File: src/rtl/br_issue_sched.sv
// Branch reservation station and issue scheduler.
// Holds dispatched branch/jump ops, wakes operands from the CDB, issues the oldest ready op.
module br_issue_sched #(
  parameter int DEPTH  = 4,
  parameter int TAG_W  = 6,
  parameter int DATA_W = 32,
  parameter int PC_W   = 32,
  parameter int OP_W   = 4,
  localparam int IW    = $clog2(DEPTH),
  localparam int CW    = IW + 1
) (
  input  logic              clk,
  input  logic              rst_n,
  input  logic              i_disp_vld,
  output logic              o_disp_rdy,
  input  logic              i_disp_is_jal,
  input  logic              i_disp_is_jalr,
  input  logic [OP_W-1:0]   i_disp_alu_op,
  input  logic [PC_W-1:0]   i_disp_pc,
  input  logic [DATA_W-1:0] i_disp_imm,
  input  logic [PC_W-1:0]   i_disp_pred_jmpaddr,
  input  logic              i_disp_rs1_rdy,
  input  logic [DATA_W-1:0] i_disp_rs1,
  input  logic [TAG_W-1:0]  i_disp_rs1_tag,
  input  logic              i_disp_rs2_rdy,
  input  logic [DATA_W-1:0] i_disp_rs2,
  input  logic [TAG_W-1:0]  i_disp_rs2_tag,
  input  logic              i_cdb_vld,
  input  logic [TAG_W-1:0]  i_cdb_tag,
  input  logic [DATA_W-1:0] i_cdb_data,
  input  logic              i_ex_accessable,
  input  logic              i_kill,
  output logic              o_is_vld,
  output logic              o_is_jal,
  output logic              o_is_jalr,
  output logic [OP_W-1:0]   o_alu_op,
  output logic [DATA_W-1:0] o_rs1,
  output logic [DATA_W-1:0] o_rs2,
  output logic [PC_W-1:0]   o_pc,
  output logic [DATA_W-1:0] o_imm,
  output logic [PC_W-1:0]   o_pred_jmpaddr,
  output logic [CW-1:0]     o_count
);

  typedef struct packed {
    logic              is_jal;
    logic              is_jalr;
    logic [OP_W-1:0]   op;
    logic [PC_W-1:0]   pc;
    logic [DATA_W-1:0] imm;
    logic [PC_W-1:0]   pja;
    logic              rs1_rdy;
    logic [DATA_W-1:0] rs1;
    logic [TAG_W-1:0]  rs1_tag;
    logic              rs2_rdy;
    logic [DATA_W-1:0] rs2;
    logic [TAG_W-1:0]  rs2_tag;
  } ent_t;

  ent_t             r_ent [DEPTH];
  logic [DEPTH-1:0] r_vld;
  // r_age[i][j] set means entry i is older than entry j
  logic [DEPTH-1:0] r_age [DEPTH];
  logic [CW-1:0]    r_count;

  logic              r_is_vld;
  logic              r_is_jal;
  logic              r_is_jalr;
  logic [OP_W-1:0]   r_alu_op;
  logic [DATA_W-1:0] r_rs1;
  logic [DATA_W-1:0] r_rs2;
  logic [PC_W-1:0]   r_pc;
  logic [DATA_W-1:0] r_imm;
  logic [PC_W-1:0]   r_pja;

  logic             w_accept;
  logic [IW-1:0]    w_alloc_idx;
  logic             w_d1_hit;
  logic             w_d2_hit;
  ent_t             w_new;
  logic [DEPTH-1:0] w_ready;
  logic [DEPTH-1:0] w_win;
  logic [IW-1:0]    w_sel_idx;
  logic             w_issue;

  assign o_disp_rdy = (r_count != CW'(DEPTH));
  assign w_accept   = i_disp_vld & o_disp_rdy & ~i_kill;
  assign w_d1_hit   = ~i_disp_rs1_rdy & i_cdb_vld & (i_disp_rs1_tag == i_cdb_tag);
  assign w_d2_hit   = ~i_disp_rs2_rdy & i_cdb_vld & (i_disp_rs2_tag == i_cdb_tag);

  // Lowest free slot and the new entry image, with same-cycle CDB capture
  always_comb begin
    w_alloc_idx = '0;
    for (int i = DEPTH - 1; i >= 0; i--) begin
      if (!r_vld[i]) w_alloc_idx = IW'(i);
    end
    w_new.is_jal  = i_disp_is_jal;
    w_new.is_jalr = i_disp_is_jalr;
    w_new.op      = i_disp_alu_op;
    w_new.pc      = i_disp_pc;
    w_new.imm     = i_disp_imm;
    w_new.pja     = i_disp_pred_jmpaddr;
    w_new.rs1_rdy = i_disp_rs1_rdy | w_d1_hit;
    w_new.rs1     = w_d1_hit ? i_cdb_data : i_disp_rs1;
    w_new.rs1_tag = i_disp_rs1_tag;
    w_new.rs2_rdy = i_disp_rs2_rdy | w_d2_hit;
    w_new.rs2     = w_d2_hit ? i_cdb_data : i_disp_rs2;
    w_new.rs2_tag = i_disp_rs2_tag;
  end

  // Oldest ready entry: ready and older than every other ready entry
  always_comb begin
    w_sel_idx = '0;
    for (int i = 0; i < DEPTH; i++) begin
      w_ready[i] = r_vld[i] & r_ent[i].rs1_rdy & r_ent[i].rs2_rdy;
    end
    for (int i = 0; i < DEPTH; i++) begin
      w_win[i] = w_ready[i];
      for (int j = 0; j < DEPTH; j++) begin
        if (j != i && w_ready[j] && !r_age[i][j]) w_win[i] = 1'b0;
      end
    end
    for (int i = 0; i < DEPTH; i++) begin
      if (w_win[i]) w_sel_idx = IW'(i);
    end
  end

  assign w_issue = (|w_ready) & i_ex_accessable & ~i_kill;

  // Entry storage: allocate, wake up held operands, retire on issue, flush on kill
  always_ff @(posedge clk) begin
    if (!rst_n) begin
      r_vld <= '0;
      for (int i = 0; i < DEPTH; i++) r_age[i] <= '0;
    end else if (i_kill) begin
      r_vld <= '0;
    end else begin
      for (int i = 0; i < DEPTH; i++) begin
        if (w_issue && w_sel_idx == IW'(i)) r_vld[i] <= 1'b0;
        if (w_accept && w_alloc_idx == IW'(i)) begin
          r_vld[i] <= 1'b1;
          r_ent[i] <= w_new;
          for (int j = 0; j < DEPTH; j++) begin
            r_age[i][j] <= 1'b0;
            r_age[j][i] <= r_vld[j];
          end
        end else if (r_vld[i] && i_cdb_vld) begin
          if (!r_ent[i].rs1_rdy && r_ent[i].rs1_tag == i_cdb_tag) begin
            r_ent[i].rs1_rdy <= 1'b1;
            r_ent[i].rs1     <= i_cdb_data;
          end
          if (!r_ent[i].rs2_rdy && r_ent[i].rs2_tag == i_cdb_tag) begin
            r_ent[i].rs2_rdy <= 1'b1;
            r_ent[i].rs2     <= i_cdb_data;
          end
        end
      end
    end
  end

  // Issue registers and occupancy count
  always_ff @(posedge clk) begin
    if (!rst_n) begin
      r_is_vld  <= 1'b0;
      r_is_jal  <= 1'b0;
      r_is_jalr <= 1'b0;
      r_alu_op  <= '0;
      r_rs1     <= '0;
      r_rs2     <= '0;
      r_pc      <= '0;
      r_imm     <= '0;
      r_pja     <= '0;
      r_count   <= '0;
    end else if (i_kill) begin
      r_is_vld <= 1'b0;
      r_count  <= '0;
    end else begin
      r_is_vld <= w_issue;
      if (w_issue) begin
        r_is_jal  <= r_ent[w_sel_idx].is_jal;
        r_is_jalr <= r_ent[w_sel_idx].is_jalr;
        r_alu_op  <= r_ent[w_sel_idx].op;
        r_rs1     <= r_ent[w_sel_idx].rs1;
        r_rs2     <= r_ent[w_sel_idx].rs2;
        r_pc      <= r_ent[w_sel_idx].pc;
        r_imm     <= r_ent[w_sel_idx].imm;
        r_pja     <= r_ent[w_sel_idx].pja;
      end
      r_count <= r_count + CW'(w_accept) - CW'(w_issue);
    end
  end

  assign o_is_vld       = r_is_vld;
  assign o_is_jal       = r_is_jal;
  assign o_is_jalr      = r_is_jalr;
  assign o_alu_op       = r_alu_op;
  assign o_rs1          = r_rs1;
  assign o_rs2          = r_rs2;
  assign o_pc           = r_pc;
  assign o_imm          = r_imm;
  assign o_pred_jmpaddr = r_pja;
  assign o_count        = r_count;

endmodule

File: config.mk
export PLATFORM = sky130hd
export DESIGN_NAME = br_issue_sched
export DESIGN_NICKNAME = d
export VERILOG_FILES = /design/src/rtl/br_issue_sched.sv
export SDC_FILE = /design/constraint.sdc
export NUM_CORES = 1
export LEC_CHECK = 0
export ABC_AREA = 0
export ABC_CLOCK_PERIOD_IN_PS = 7600
export BUFFER_PORTS_ARGS = -buffer_cell sky130_fd_sc_hd__buf_2
export CORE_UTILIZATION = 55
export CTS_BUF_LIST = sky130_fd_sc_hd__clkbuf_8
export CTS_CLUSTER_SIZE = 8
export DETAILED_ROUTE_END_ITERATION = 8
export PLACE_DENSITY_LB_ADDON = 0.1
export SLEW_MARGIN = 15
export SYNTH_ARGS = -nofsm -noshare
export SYNTH_HDL_FRONTEND = slang
export SYNTH_SLANG_ARGS = --single-unit
File: constraint.sdc
create_clock -name clk -period 7.6 [get_ports clk]
set_input_delay 1.52 -clock clk [delete_from_list [all_inputs] [get_ports clk]]
set_output_delay 1.52 -clock clk [all_outputs]
set_load 0.01 [all_outputs]
# == After elaboration in Yosys (flattened, before gate mapping) ==
# Memories as Yosys holds them, arrays and structs flattened. A register that Yosys moved wholly into a read port is not among the register bits.
# Index checks and enable logic that the tools add are counted.
# word_totals
ff_bits,8
ram_bits,736
output_inout_bits,171
wordCells,292
mem_count,2
# memory_table
memory,words,width,rd,rd_ports_with_merged_regs,write_ports,line_no,rtl
r_ent,4,180,5,1,4,60,ent_t r_ent [DEPTH];
r_age,4,4,3,0,4,63,logic [DEPTH-1:0] r_age [DEPTH];
# op_classes
n_addsub,2
n_eq_ne,17
mux,139
bitwise,70
n_reduce_logical,56
# op_table
op,n
$mux W32,10
$mux W1,123
$eq A6 B6 Y1,10
$or A1 B1 Y1,50
$logic_and A1 B1 Y1,29
$logic_not A1 Y1,18
$and A1 B1 Y1,16
$mux W2,6
$eq A2 B2 Y1 const B,4
$reduce_bool A2 Y1,4
$eq A2 B1 Y1 const B,2
$logic_not A2 Y1,2
$not A1 Y1,4
$reduce_or A4 Y1,1
$add A3 B1 Y3,1
$ne A3 B3 Y1 const B,1
$sub A3 B1 Y3,1
$reduce_and A2 Y1,1
$reduce_or A2 Y1,1

# == Logic depth before layout (Yosys ltp) ==
# An unclocked memory read counts as a cell.
# depth
word_depth,14
ltp_mapped,13
depth_no_buf,11

# == Least setup slack after synthesis ==
# Ideal clock, no wire load.
# synth_path
path_type,input to register
start,in i_disp_vld
end,mem r_ent[1][0] in the netlist's numbering (enable)
setup_time_ns,0.589
arrival_time_ns,6.813
required_time_ns,7.011
path_slack_ns,0.199
stages,4
n_path_buf,0
path_cell_list,nor2b_1 > and3_1 > nand2_1 > nor2_1
# synth_lines
item,line_no,rtl
"start, declared",14,"input logic i_disp_vld,"
"end, declared",60,

# == Final worst setup path ==
# layout_path
start,reg r_vld[1]
end,"reg r_pja[31], in the netlist o_pred_jmpaddr[31] (read register of r_ent)"
# layout_between
elab_chain_cells,8
# layout_lines
item,line_no,rtl
"start, declared",61,logic [DEPTH-1:0] r_vld;
"start signal, assigned",133,r_vld <= '0;
"start signal, assigned",136,r_vld <= '0;
"start signal, assigned by index",139,if (w_issue && w_sel_idx == IW'(i)) r_vld[i] <= 1'b0;
$and A1 B1 Y1 * (2 in a row),115,w_ready[i] = r_vld[i] & r_ent[i].rs1_rdy & r_ent[i].rs2_rdy;
$mux W1 (3 in a row),120,if (j != i && w_ready[j] && !r_age[i][j]) w_win[i] = 1'b0;
$mux W1,124,if (w_win[i]) w_sel_idx = IW'(i);
$mux W2 (2 in a row),124,
"end, declared",74,logic [PC_W-1:0] r_pja;
# Mark *: on every way between the ends. The rest lies on a longest branch, timed or not.
# A chain may end at the register's enable or synchronous reset.

==> impl_metrics.toml <==
[logic_synthesis]
syn_nets = 2584
ys_types = 51
netlist_area_mm2 = 0.0356
ys_ff_latch = 903
synthFlopType = "edfxtp_1"
synth-seq-area-share_pct = 71.2
yosysMostFrequentCell = "edfxtp_1"
synth_edf_count = 726
yosysTopAreaCell = "edfxtp_1"
async_reset_ff_share_pct = 0
avgSynthCellArea_um2 = 15.1
synth_common_cells = "edfxtp_1, a21oi_1, dfxtp_1, o21ai_0, nand3_1"
ys_warn_count = 0
postSynthCellCount = 2357
netlist_top_cells_area = "edfxtp_1, dfxtp_1, mux2_2, a21oi_1, a221o_1"
synth_top_area_share_pct = 61.2

[run]
max_cap_violations = 0

[grt]
grt_pass1_wl_um = 143000
antenna_found_initial = 37
grt_pass1_vias = 22840
grt.overflow.total = 0
grt_max_degree = 131
grt_use_met2_pct = 46.3
top_usage_layer = "met2"
grtUsageMet1_pct = 37.7
grt_use_met3_pct = 7.78
grt.total_usage_pct = 29.1

[die]
initial_utilization_pct = 56.0
die_w_um = 256
ios = 395
row_count = 92
die_h_um = 256
die-area_mm2 = 0.0658
core_mm2 = 0.0635

[timing]
fin_crit_ps = 4040
post-route-period-util_pct = 53.1
holdWs_ps = 459
tightest_slew_ps = 1020
relSlewSlack_pct = 31.9
finalSetupViolCount = 0
rsz0062_at_grt = "false"
finalWorstSetupSlack_ps = 3560
hold_violations = 0
finClkSkew_ps = 30.5
maxSlewViolCount = 0
max_freq_mhz = 248
tns_ps = 0

[worst_setup_path]
criticalPathCategory = "reg -> reg"
end_kind = "flop"
arrival_ps = 4720
cp_max_fo = 65
required_ps = 8280
startpoint_type = "flop"

[power]
pwr-share-clk_pct = 40.5
p_int_w = 0.00749
combPwrFrac_pct = 3.2
power_density_mw_per_mm2 = 233
swShare_pct = 21.7
ir_worst_vdd_mv = 0.204
p_switching_w = 0.00208
finalPower_w = 0.00957
pwr-share-seq_pct = 56.3
p_leak_nw = 14.7

[clock_network]
numClockSinks = 903
clockRootBuffer = "clkbuf_8"
htreeDepth = 4
hold_buffers = 0
clock_tree.buffer_depth = 3
clk_latency_ps = 790
cts_tree = "yes"
cts-resized-gates = 0
numCtsBuffers = 147
clk_pin_slew_ps = 60
cts_setup_buffers = 0

[routing]
avgViaCountPerCell = 6.16
remaining_drc_errors = 0
wl_per_cell_um = 26.0
drtPass1Iterations = 7
postRouteWirelength_um = 97300
antenna_left = 0
drtIter0Drc = 2124
num_vias = 23031

[cells_and_area]
post_route_cells_drive_above_1_share_pct = 28.9
nets = 2980
area_growth_pct = 15.2

[placed_design]
gp_congestion = 0.903
dp.final_hpwl_um = 53700
place_ws_ps = 3090
portBuffers = 394

[run_status]
outcome = "finished clean"

[hold_path]
min_path_type = "reg -> reg"
-- cells by family after synthesis --
kind of cell	synth area share, %
buffers and inverters	2.52
AOI/OAI and AO/OA	13.2
and+or+nand+nor	3.56
adders and majority gates	0.126
DFF	71.2
muxes	7.91
xor gates and xnor gates	1.52
-- per-stage QoR --
stage | cells | cell area, µm² | utilization [%]
2_1_floorplan | 2357 | 35600 | -
3_3_place_gp | 3450 | 38300 | 60.2
3_5_place_dp | 3450 | 38300 | 60.2
4_1_cts | 3718 | 41000 | 64.5
5_1_grt | 3732 | 41000 | 64.6
6_report | 3737 | 41000 | 64.6
-- placed cells by master, fill, tap and decap left out, types with 19 or more instances in the layout --
cell / count
a221oi_1: 42
buf_2: 394
nand2_1: 26
nand3_1: 137
dfxtp_1: 177
mux2_2: 132
edfxtp_1: 726
mux2_4: 60
inv_1: 85
buf_4: 29
a22o_1: 64
diode_2: 19
o22ai_1: 40
clkbuf_8: 162
a221o_1: 124
mux2i_1: 43
o21ai_0: 175
a21oi_1: 256
xor2_1: 44
-- critical path, stage by stage (launching register included) --
cell and delay, ps:
dfxtp_1 520, nand3_1 450, o2111a_4 750, buf_4 890
buf_4 760, a221oi_1 210, o22ai_1 230
-- registers in the layout, summed over array words and instances (netlist names) --
register	count
o_pc	32
o_pred_jmpaddr	32
o_rs1	32
o_imm	32
o_alu_op	4
o_is_jalr	1
r_ent	720
o_rs2	32
o_is_jal	1
r_age	9
o_is_vld	1
o_count	3
r_vld	4
-- power groups by stage --
stage	registers [W]	logic, W	clock network [W]
after global placement	0.00549	0.000288	0
after detailed placement	0.00549	0.000300	0
after global routing	0.00539	0.000323	0.00416
final	0.00539	0.000301	0.00388
after CTS	0.00539	0.000301	0.00395
after floorplan	0.00549	0.000132	0
-- layout make-up --
cell class / count / area [µm²]
antenna: 19 / 47.5
clock buffer: 162 / 2230
clock inverter: 106 / 480
fill: 4738 / 22500
inverter: 15 / 63.8
multi-input combinational: 1256 / 9480
sequential: 903 / 25300
tap: 846 / 1060
timing repair buffer: 430 / 2330
-- per-layer routing --
layer	vias up	part of all wire, %
li1	10199	-
met3	203	9.0
met1	11582	39
met2	1015	49
met5	-	0.21
met4	32	3.3
-- path summary, 6_finish.rpt --
check | to | cells after the start | slack (ps) | from
setup reg to reg | o_pred_jmpaddr[31] | 6 | 3560 | r_vld[1]
hold reg to reg | o_imm[17] | 1 | 460 | r_ent[0][127]
setup / recovery | o_pred_jmpaddr[31] | 6 | 3560 | r_vld[1]
hold / removal | o_imm[17] | 1 | 460 | r_ent[0][127]
No activity file was read; power rests on OpenSTA's default activity.
